## src/rtl/cpu_defs.sv

```systemverilog
// Shared definitions for the instruction-fetch front end: default widths,
// PC step and the fetch FSM state encoding.
package cpu_defs;

    localparam int unsigned DEF_ADDR_WIDTH = 32;
    localparam int unsigned DEF_DATA_WIDTH = 32;
    localparam int unsigned PC_STEP        = 4;

    typedef enum logic {
        ST_IDLE = 1'b0,
        ST_WAIT = 1'b1
    } fetch_state_t;

endpackage

```

## src/rtl/ifetch_unit_if.sv

```systemverilog
// Fetch-side request/done port towards mem_ctrl; the fetch unit is the master.
interface ifetch_unit_if
    import cpu_defs::*;
#(
    parameter int unsigned ADDR_WIDTH = DEF_ADDR_WIDTH,
    parameter int unsigned DATA_WIDTH = DEF_DATA_WIDTH
);
    logic                  if_valid;
    logic [ADDR_WIDTH-1:0] if_addr;
    logic                  if_done;
    logic [DATA_WIDTH-1:0] if_data;

    modport master (output if_valid, output if_addr, input if_done, input if_data);
    modport slave  (input if_valid, input if_addr, output if_done, output if_data);
endinterface

```

## src/rtl/fetch_queue.sv

```systemverilog
// In-order {pc, inst} FIFO between fetch and decode. Flush wins over push/pop;
// a pop on an empty queue is ignored. Callers must not push when full.
module fetch_queue #(
    parameter int unsigned AW    = 32,
    parameter int unsigned DW    = 32,
    parameter int unsigned DEPTH = 4
) (
    input  logic                   clk,
    input  logic                   rst,
    input  logic                   push,
    input  logic                   pop,
    input  logic                   flush,
    input  logic [AW-1:0]          push_pc,
    input  logic [DW-1:0]          push_inst,
    output logic [AW-1:0]          head_pc,
    output logic [DW-1:0]          head_inst,
    output logic [$clog2(DEPTH):0] count,
    output logic                   full,
    output logic                   empty
);
    localparam int unsigned PW = $clog2(DEPTH);

    logic [AW-1:0] pc_mem   [DEPTH];
    logic [DW-1:0] inst_mem [DEPTH];
    logic [PW-1:0] rd_ptr;
    logic [PW-1:0] wr_ptr;
    logic          pop_eff;

    assign empty   = (count == '0);
    assign full    = (count == (PW+1)'(DEPTH));
    assign pop_eff = pop && !empty;

    always_ff @(posedge clk) begin
        if (push && !flush) begin
            pc_mem[wr_ptr]   <= push_pc;
            inst_mem[wr_ptr] <= push_inst;
        end
    end

    // Pointers are exactly log2(DEPTH) bits, so the increments wrap on their own.
    always_ff @(posedge clk) begin
        if (rst || flush) begin
            rd_ptr <= '0;
            wr_ptr <= '0;
            count  <= '0;
        end else begin
            if (push)    wr_ptr <= wr_ptr + PW'(1);
            if (pop_eff) rd_ptr <= rd_ptr + PW'(1);
            case ({push, pop_eff})
                2'b10:   count <= count + (PW+1)'(1);
                2'b01:   count <= count - (PW+1)'(1);
                default: count <= count;
            endcase
        end
    end

    assign head_pc   = pc_mem[rd_ptr];
    assign head_inst = inst_mem[rd_ptr];

endmodule

```

## src/rtl/ifetch_unit.sv

```systemverilog
// Instruction-fetch front end: one outstanding word read to mem_ctrl, results
// buffered in fetch_queue for decode, redirects flush and restart fetch.
//
// state   | meaning
// ST_IDLE | no request outstanding; issue next cycle if queue has room
// ST_WAIT | request outstanding; waiting for if_done
module ifetch_unit
    import cpu_defs::*;
#(
    parameter int unsigned ADDR_WIDTH  = DEF_ADDR_WIDTH,
    parameter int unsigned DATA_WIDTH  = DEF_DATA_WIDTH,
    parameter int unsigned QUEUE_DEPTH = 4,
    parameter logic [ADDR_WIDTH-1:0] RESET_PC = '0
) (
    input  logic                  clk,
    input  logic                  rst,
    ifetch_unit_if.master         mem,
    input  logic                  redirect_valid,
    input  logic [ADDR_WIDTH-1:0] redirect_pc,
    output logic                  inst_valid,
    output logic [DATA_WIDTH-1:0] inst,
    output logic [ADDR_WIDTH-1:0] inst_pc,
    input  logic                  inst_ready
);
    localparam int unsigned CW = $clog2(QUEUE_DEPTH) + 1;

    if ((QUEUE_DEPTH < 2) || ((QUEUE_DEPTH & (QUEUE_DEPTH - 1)) != 0)) begin : g_bad_depth
        $error("ifetch_unit: QUEUE_DEPTH must be a power of 2 and >= 2");
    end

    fetch_state_t          state_q, state_d;
    logic [ADDR_WIDTH-1:0] pc_q;
    logic                  discard_q;
    logic                  issue, push, pop;
    logic                  q_full, q_empty;
    logic [CW-1:0]         q_count;

    always_ff @(posedge clk) begin
        if (rst) state_q <= ST_IDLE;
        else     state_q <= state_d;
    end

    always_comb begin
        state_d = state_q;
        case (state_q)
            ST_IDLE: if (!redirect_valid && !q_full) state_d = ST_WAIT;
            ST_WAIT: if (mem.if_done)                state_d = ST_IDLE;
            default: state_d = ST_IDLE;
        endcase
    end

    always_comb begin
        issue = 1'b0;
        push  = 1'b0;
        case (state_q)
            ST_IDLE: issue = !redirect_valid && !q_full;
            ST_WAIT: push  = mem.if_done && !discard_q && !redirect_valid;
            default: ;
        endcase
    end

    // The queue flush cancels a same-cycle pop, so pop needs no redirect term.
    assign pop        = inst_valid && inst_ready;
    assign inst_valid = !q_empty;

    always_ff @(posedge clk) begin
        if (rst) begin
            pc_q         <= RESET_PC;
            discard_q    <= 1'b0;
            mem.if_valid <= 1'b0;
            mem.if_addr  <= '0;
        end else begin
            mem.if_valid <= issue;
            if (issue) mem.if_addr <= pc_q;
            if (redirect_valid) pc_q <= redirect_pc;
            else if (push)      pc_q <= mem.if_addr + ADDR_WIDTH'(PC_STEP);
            // A redirect while waiting poisons the in-flight word; done always clears it.
            if (state_q == ST_WAIT) begin
                if (mem.if_done)         discard_q <= 1'b0;
                else if (redirect_valid) discard_q <= 1'b1;
            end
        end
    end

    fetch_queue #(
        .AW    (ADDR_WIDTH),
        .DW    (DATA_WIDTH),
        .DEPTH (QUEUE_DEPTH)
    ) u_queue (
        .clk       (clk),
        .rst       (rst),
        .push      (push),
        .pop       (pop),
        .flush     (redirect_valid),
        .push_pc   (mem.if_addr),
        .push_inst (mem.if_data),
        .head_pc   (inst_pc),
        .head_inst (inst),
        .count     (q_count),
        .full      (q_full),
        .empty     (q_empty)
    );

    a_done_in_wait: assert property (@(posedge clk) disable iff (rst)
        !(mem.if_done && state_q != ST_WAIT));
    a_count_bound: assert property (@(posedge clk) disable iff (rst)
        q_count <= CW'(QUEUE_DEPTH));

endmodule

```

## src/flat_wrapper.sv

```systemverilog
// flat-port wrapper written by rule: the top's interface ports become plain ports
module ifetch_unit_flat import cpu_defs::*;
#(
    parameter int unsigned ADDR_WIDTH  = DEF_ADDR_WIDTH,
    parameter int unsigned DATA_WIDTH  = DEF_DATA_WIDTH,
    parameter int unsigned QUEUE_DEPTH = 4,
    parameter logic [ADDR_WIDTH-1:0] RESET_PC = '0
)
  (clk, rst, redirect_valid, redirect_pc, inst_valid, inst, inst_pc, inst_ready, mem_if_valid, mem_if_addr, mem_if_done, mem_if_data);
  ifetch_unit_if #(.ADDR_WIDTH(ADDR_WIDTH), .DATA_WIDTH(DATA_WIDTH)) mem_i ();
  input  logic clk;
  input  logic rst;
  input  logic redirect_valid;
  input  logic [ADDR_WIDTH-1:0] redirect_pc;
  output logic inst_valid;
  output logic [DATA_WIDTH-1:0] inst;
  output logic [ADDR_WIDTH-1:0] inst_pc;
  input  logic inst_ready;
  output wire logic [$bits(mem_i.if_valid)-1:0] mem_if_valid;
  output wire logic [$bits(mem_i.if_addr)-1:0] mem_if_addr;
  input wire logic [$bits(mem_i.if_done)-1:0] mem_if_done;
  input wire logic [$bits(mem_i.if_data)-1:0] mem_if_data;
  assign mem_if_valid = mem_i.if_valid;
  assign mem_if_addr = mem_i.if_addr;
  assign mem_i.if_done = mem_if_done;
  assign mem_i.if_data = mem_if_data;
  ifetch_unit #(.ADDR_WIDTH(ADDR_WIDTH), .DATA_WIDTH(DATA_WIDTH), .QUEUE_DEPTH(QUEUE_DEPTH), .RESET_PC(RESET_PC)) u_core (.clk(clk), .rst(rst), .mem(mem_i), .redirect_valid(redirect_valid), .redirect_pc(redirect_pc), .inst_valid(inst_valid), .inst(inst), .inst_pc(inst_pc), .inst_ready(inst_ready));
endmodule
```

## config.mk

```make
export PLATFORM = sky130hd
export DESIGN_NAME = ifetch_unit_flat
export DESIGN_NICKNAME = d
export VERILOG_FILES = /design/src/rtl/cpu_defs.sv /design/src/rtl/ifetch_unit_if.sv /design/src/rtl/fetch_queue.sv /design/src/rtl/ifetch_unit.sv /design/src/flat_wrapper.sv
export SDC_FILE = /design/constraint.sdc
export NUM_CORES = 1
export LEC_CHECK = 0
export CAP_MARGIN = 20
export CORE_MARGIN = 4
export CORE_UTILIZATION = 57
export DETAILED_ROUTE_END_ITERATION = 16
export PLACE_DENSITY = 0.82
export SYNTH_ARGS = -nofsm -noshare
export SYNTH_HDL_FRONTEND = slang
export SYNTH_SLANG_ARGS = --single-unit
```

## constraint.sdc

```tcl
create_clock -name clk -period 4.7 [get_ports clk]
set_clock_uncertainty 0.15 [all_clocks]
set_input_delay 0.47 -clock clk [delete_from_list [all_inputs] [get_ports clk]]
set_output_delay 0.47 -clock clk [all_outputs]
set_load 0.05 [all_outputs]
```

==> key figures <==
Run status
  – Outcome: complete, no violations

Logic synthesis
  – Synth unique cells: 51
  – YS warnings: 0
  – Mapped Avg Cell Area: 15.8 sq um
  – Post-synthesis sequential area ratio: 0.710
  – EDFF count, synth: 256
  – Yosys reg bits: 332
  – Mapped Nets: 895
  – Cell Area, Synth: 13000 sq um
  – Asr flop ratio synth: 0
  – Mapped Cells: 819
  – Top FF cell, synth: edfxtp_1

STA
  – Final worst slack: 941 ps
  – Final Hold Viols: 0
  – Unrepaired setup endpoints after global routing: false
  – Final clock period utilization by the worst path: 0.800
  – Total Neg Setup Slack: 0 ps
  – Least-Margin Pin Slew: 1050 ps
  – Pins Over Slew Limit: 0
  – Post-layout min period: 3760 ps
  – Fmax: 266 MHz
  – Final setup vio count: 0
  – Slew HR: 0.299

Power and ir drop
  – Peak VDD IR: 0.000256 V
  – Internal: between 4 and 5 mW
  – Comb power frac: 0.052
  – Switching share of total power: 0.210
  – Power density cells: 383 nW/um^2
  – Net Switching: 1.28 mW
  – Seq pwr share: 0.529
  – Leak pwr: 4.85 nW
  – Power consumption: between 6 and 7 mW
  – Power share of the clock group: 0.419

Die
  – Die width: roughly 160 microns
  – Row count: 54
  – Die height: roughly 160 microns
  – I/O pin total: 167
  – Initial core utilization: 0.587
  – DIE AREA: approximately 25000 sq um
  – Core footprint: 22100 sq um

Final layout
  – Most frequent cells in the layout: edfxtp_1, clkdlybuf4s50_1, nand2_1
  – # fillers: 1413
  – Layout cells sized above 1: 0.136
  – Commonest non-fill, non-tap cell in the layout: edfxtp_1
  – Area grow syn2layout: 22.8%
  – Finished Layout Cells: 1284
  – Nets@finish: 1055
  – Antenna diodes: 0

Routing
  – DR vias: just under 8000
  – Routed WL per cell: 21.7 microns
  – Routed WL: 27800 microns
  – Pre-antenna DRT Iters: 5
  – Antenna Nets Post-Route: 0
  – Initial DRC count: 769
  – DRC: 0
  – Vias per cell: just over 6

Clock tree
  – CTS clock-pin slew for the worst setup and hold paths: approximately 60 ps
  – CTS sink cnt: 332
  – Skew-Pair Late Insertion Delay: 510 ps
  – H-tree depth: 2
  – Post-CTS setup buffers: 0
  – Root Buffer: clkbuf_16
  – Number of CTS-inserted buffers: 34
  – CTS resizes: 0
  – Post-CTS Hold Fix Bufs: 0
  – CTS tree: built
  – Clock tree buffer depth: 3

Worst setup path
  – Worst endpoint required time: just over 4000 ps
  – Arrival @ worst endpoint: 3140 ps
  – Family with the most delay on the worst path: buffers and inverters
  – WP buf/inv: 2
  – Worst path cell trace: buf_4 > mux4_2 > clkdlybuf4s50_1
  – Type of destination of the critical path: output port
  – CP max-delay cell: dfxtp_4
  – Max incr delay on CP: 920 ps
  – CP Class: flop to output port
  – CP Max Fanout: 42
  – Worst setup SP type: flop

Global route
  – GRT overflow: 0
  – Initial antenna violation count: 1
  – Gr usage total: 0.219
  – Largest net degree at the start of global routing: between 60 and 70
  – Number of global-route vias before repair: between 7000 and 8000
  – Global-route wire length before repair: 44100 microns

Placement
  – PortBufs: approximately 170
  – Worst slack at placement: ~1400 ps
  – HPWL Detailed: 16600 microns
  – Placed Cells: about 1200
  – RD Place Congestion: 0.802

Job
  – MaxCap Viol Count: 0

Min path
  – Hold WC Path Type: flop to flop
-- flip-flops by register name (all words and copies together), names as in the netlist, named ones only --
signal / cells
u_core.pc_q: 32
u_core.u_queue.inst_mem: 128
u_core.discard_q: 1
u_core.mem.if_valid: 1
u_core.u_queue.wr_ptr: 2
u_core.u_queue.rd_ptr: 2
u_core.u_queue.count: 3
u_core.mem.if_addr: 32
u_core.state_q: 1
u_core.u_queue.pc_mem: 128
-- power groups by stage --
| stage | Combinational [mW] | Sequential (mW) | Clock [mW] |
|---|---|---|---|
| after CTS | 0.317 | 3.23 | 2.61 |
| after floorplan | 0.149 | 3.30 | 0 |
| after global routing | 0.336 | 3.23 | 2.73 |
| final | 0.317 | 3.23 | 2.55 |
| after global placement | 0.310 | 3.29 | 0 |
| after detailed placement | 0.316 | 3.29 | 0 |
-- cell usage after synthesis, drive strengths merged, types with 6 or more instances --
cell	number	area [sq um]
nor3	12	60.1
clkbuf	37	139
or4	8	63.8
nor4	6	37.5
and2	9	56.3
nand2	95	357
nor2	22	82.6
o21ai	14	70.1
xnor2	7	61.3
dfxtp	76	1520
nand4	13	87.6
ha	6	75.1
a31oi	8	50.1
edfxtp	256	7690
o211ai	10	75.1
and3	10	62.6
a21oi	57	285
mux4	64	1440
a22oi	11	82.6
nand3	21	115
o31a	6	53.8
buf	13	71.3
inv	11	41.3
-- worst min-delay path: cells and delay by family, from the launching register on --
family,cells,cell delay (ps)
compound gates,1,50
flops,1,310
simple gates,1,50
-- stage by stage --
stage | utilization | hold slack [ps] | cell area (sq um)
after floorplan | - | 277 | 13000
after global placement | 0.672 | 286 | 14800
after detailed placement | 0.672 | 292 | 14800
after CTS | 0.721 | 303 | 15900
after global routing | 0.721 | 304 | 15900
final | 0.721 | 303 | 15900
-- per-layer routing --
layer	wire length, microns	vias up	global-route usage
met5	13	-	0
met4	573	2	0.0623
met3	2160	45	0.0425
met2	13700	337	0.362
met1	11400	3890	0.304
li1	-	3534	-
-- final timing paths --
path / startpoint / to / slack [ps] / depth (start not counted)
worst min-delay path: u_core.pc_q[23] / u_core.mem.if_addr[23] / 300 / 2
worst min register to register: u_core.pc_q[23] / u_core.mem.if_addr[23] / 300 / 2
worst max register to register: u_core.mem.if_addr[2] / u_core.pc_q[30] / 1840 / 5
worst max-delay path: flop / inst_pc[11] / 940 / 3
-- logic make-up after synthesis --
kind of cell | count (synthesis) | synth area share
AOI/OAI and AO/OA | 129 | 0.0619
xor gates and xnor gates | 10 | 0.00676
adders and majority gates | 7 | 0.00734
buffers and inverters | 61 | 0.0194
DFF | 332 | 0.710
muxes | 66 | 0.113
and+or+nand+nor | 214 | 0.0815
-- cell type report --
type	instances	area (sq um)	share of cell area
clock buffer	44	956	0.0600
clock inverter	17	115	0.00723
inverter	11	41.3	0.00259
multi-input combinational	426	3520	0.221
sequential	332	9220	0.579
tap	280	350	0.0220
timing repair buffer	174	1720	0.108
(Power assumes the default switching activity.)
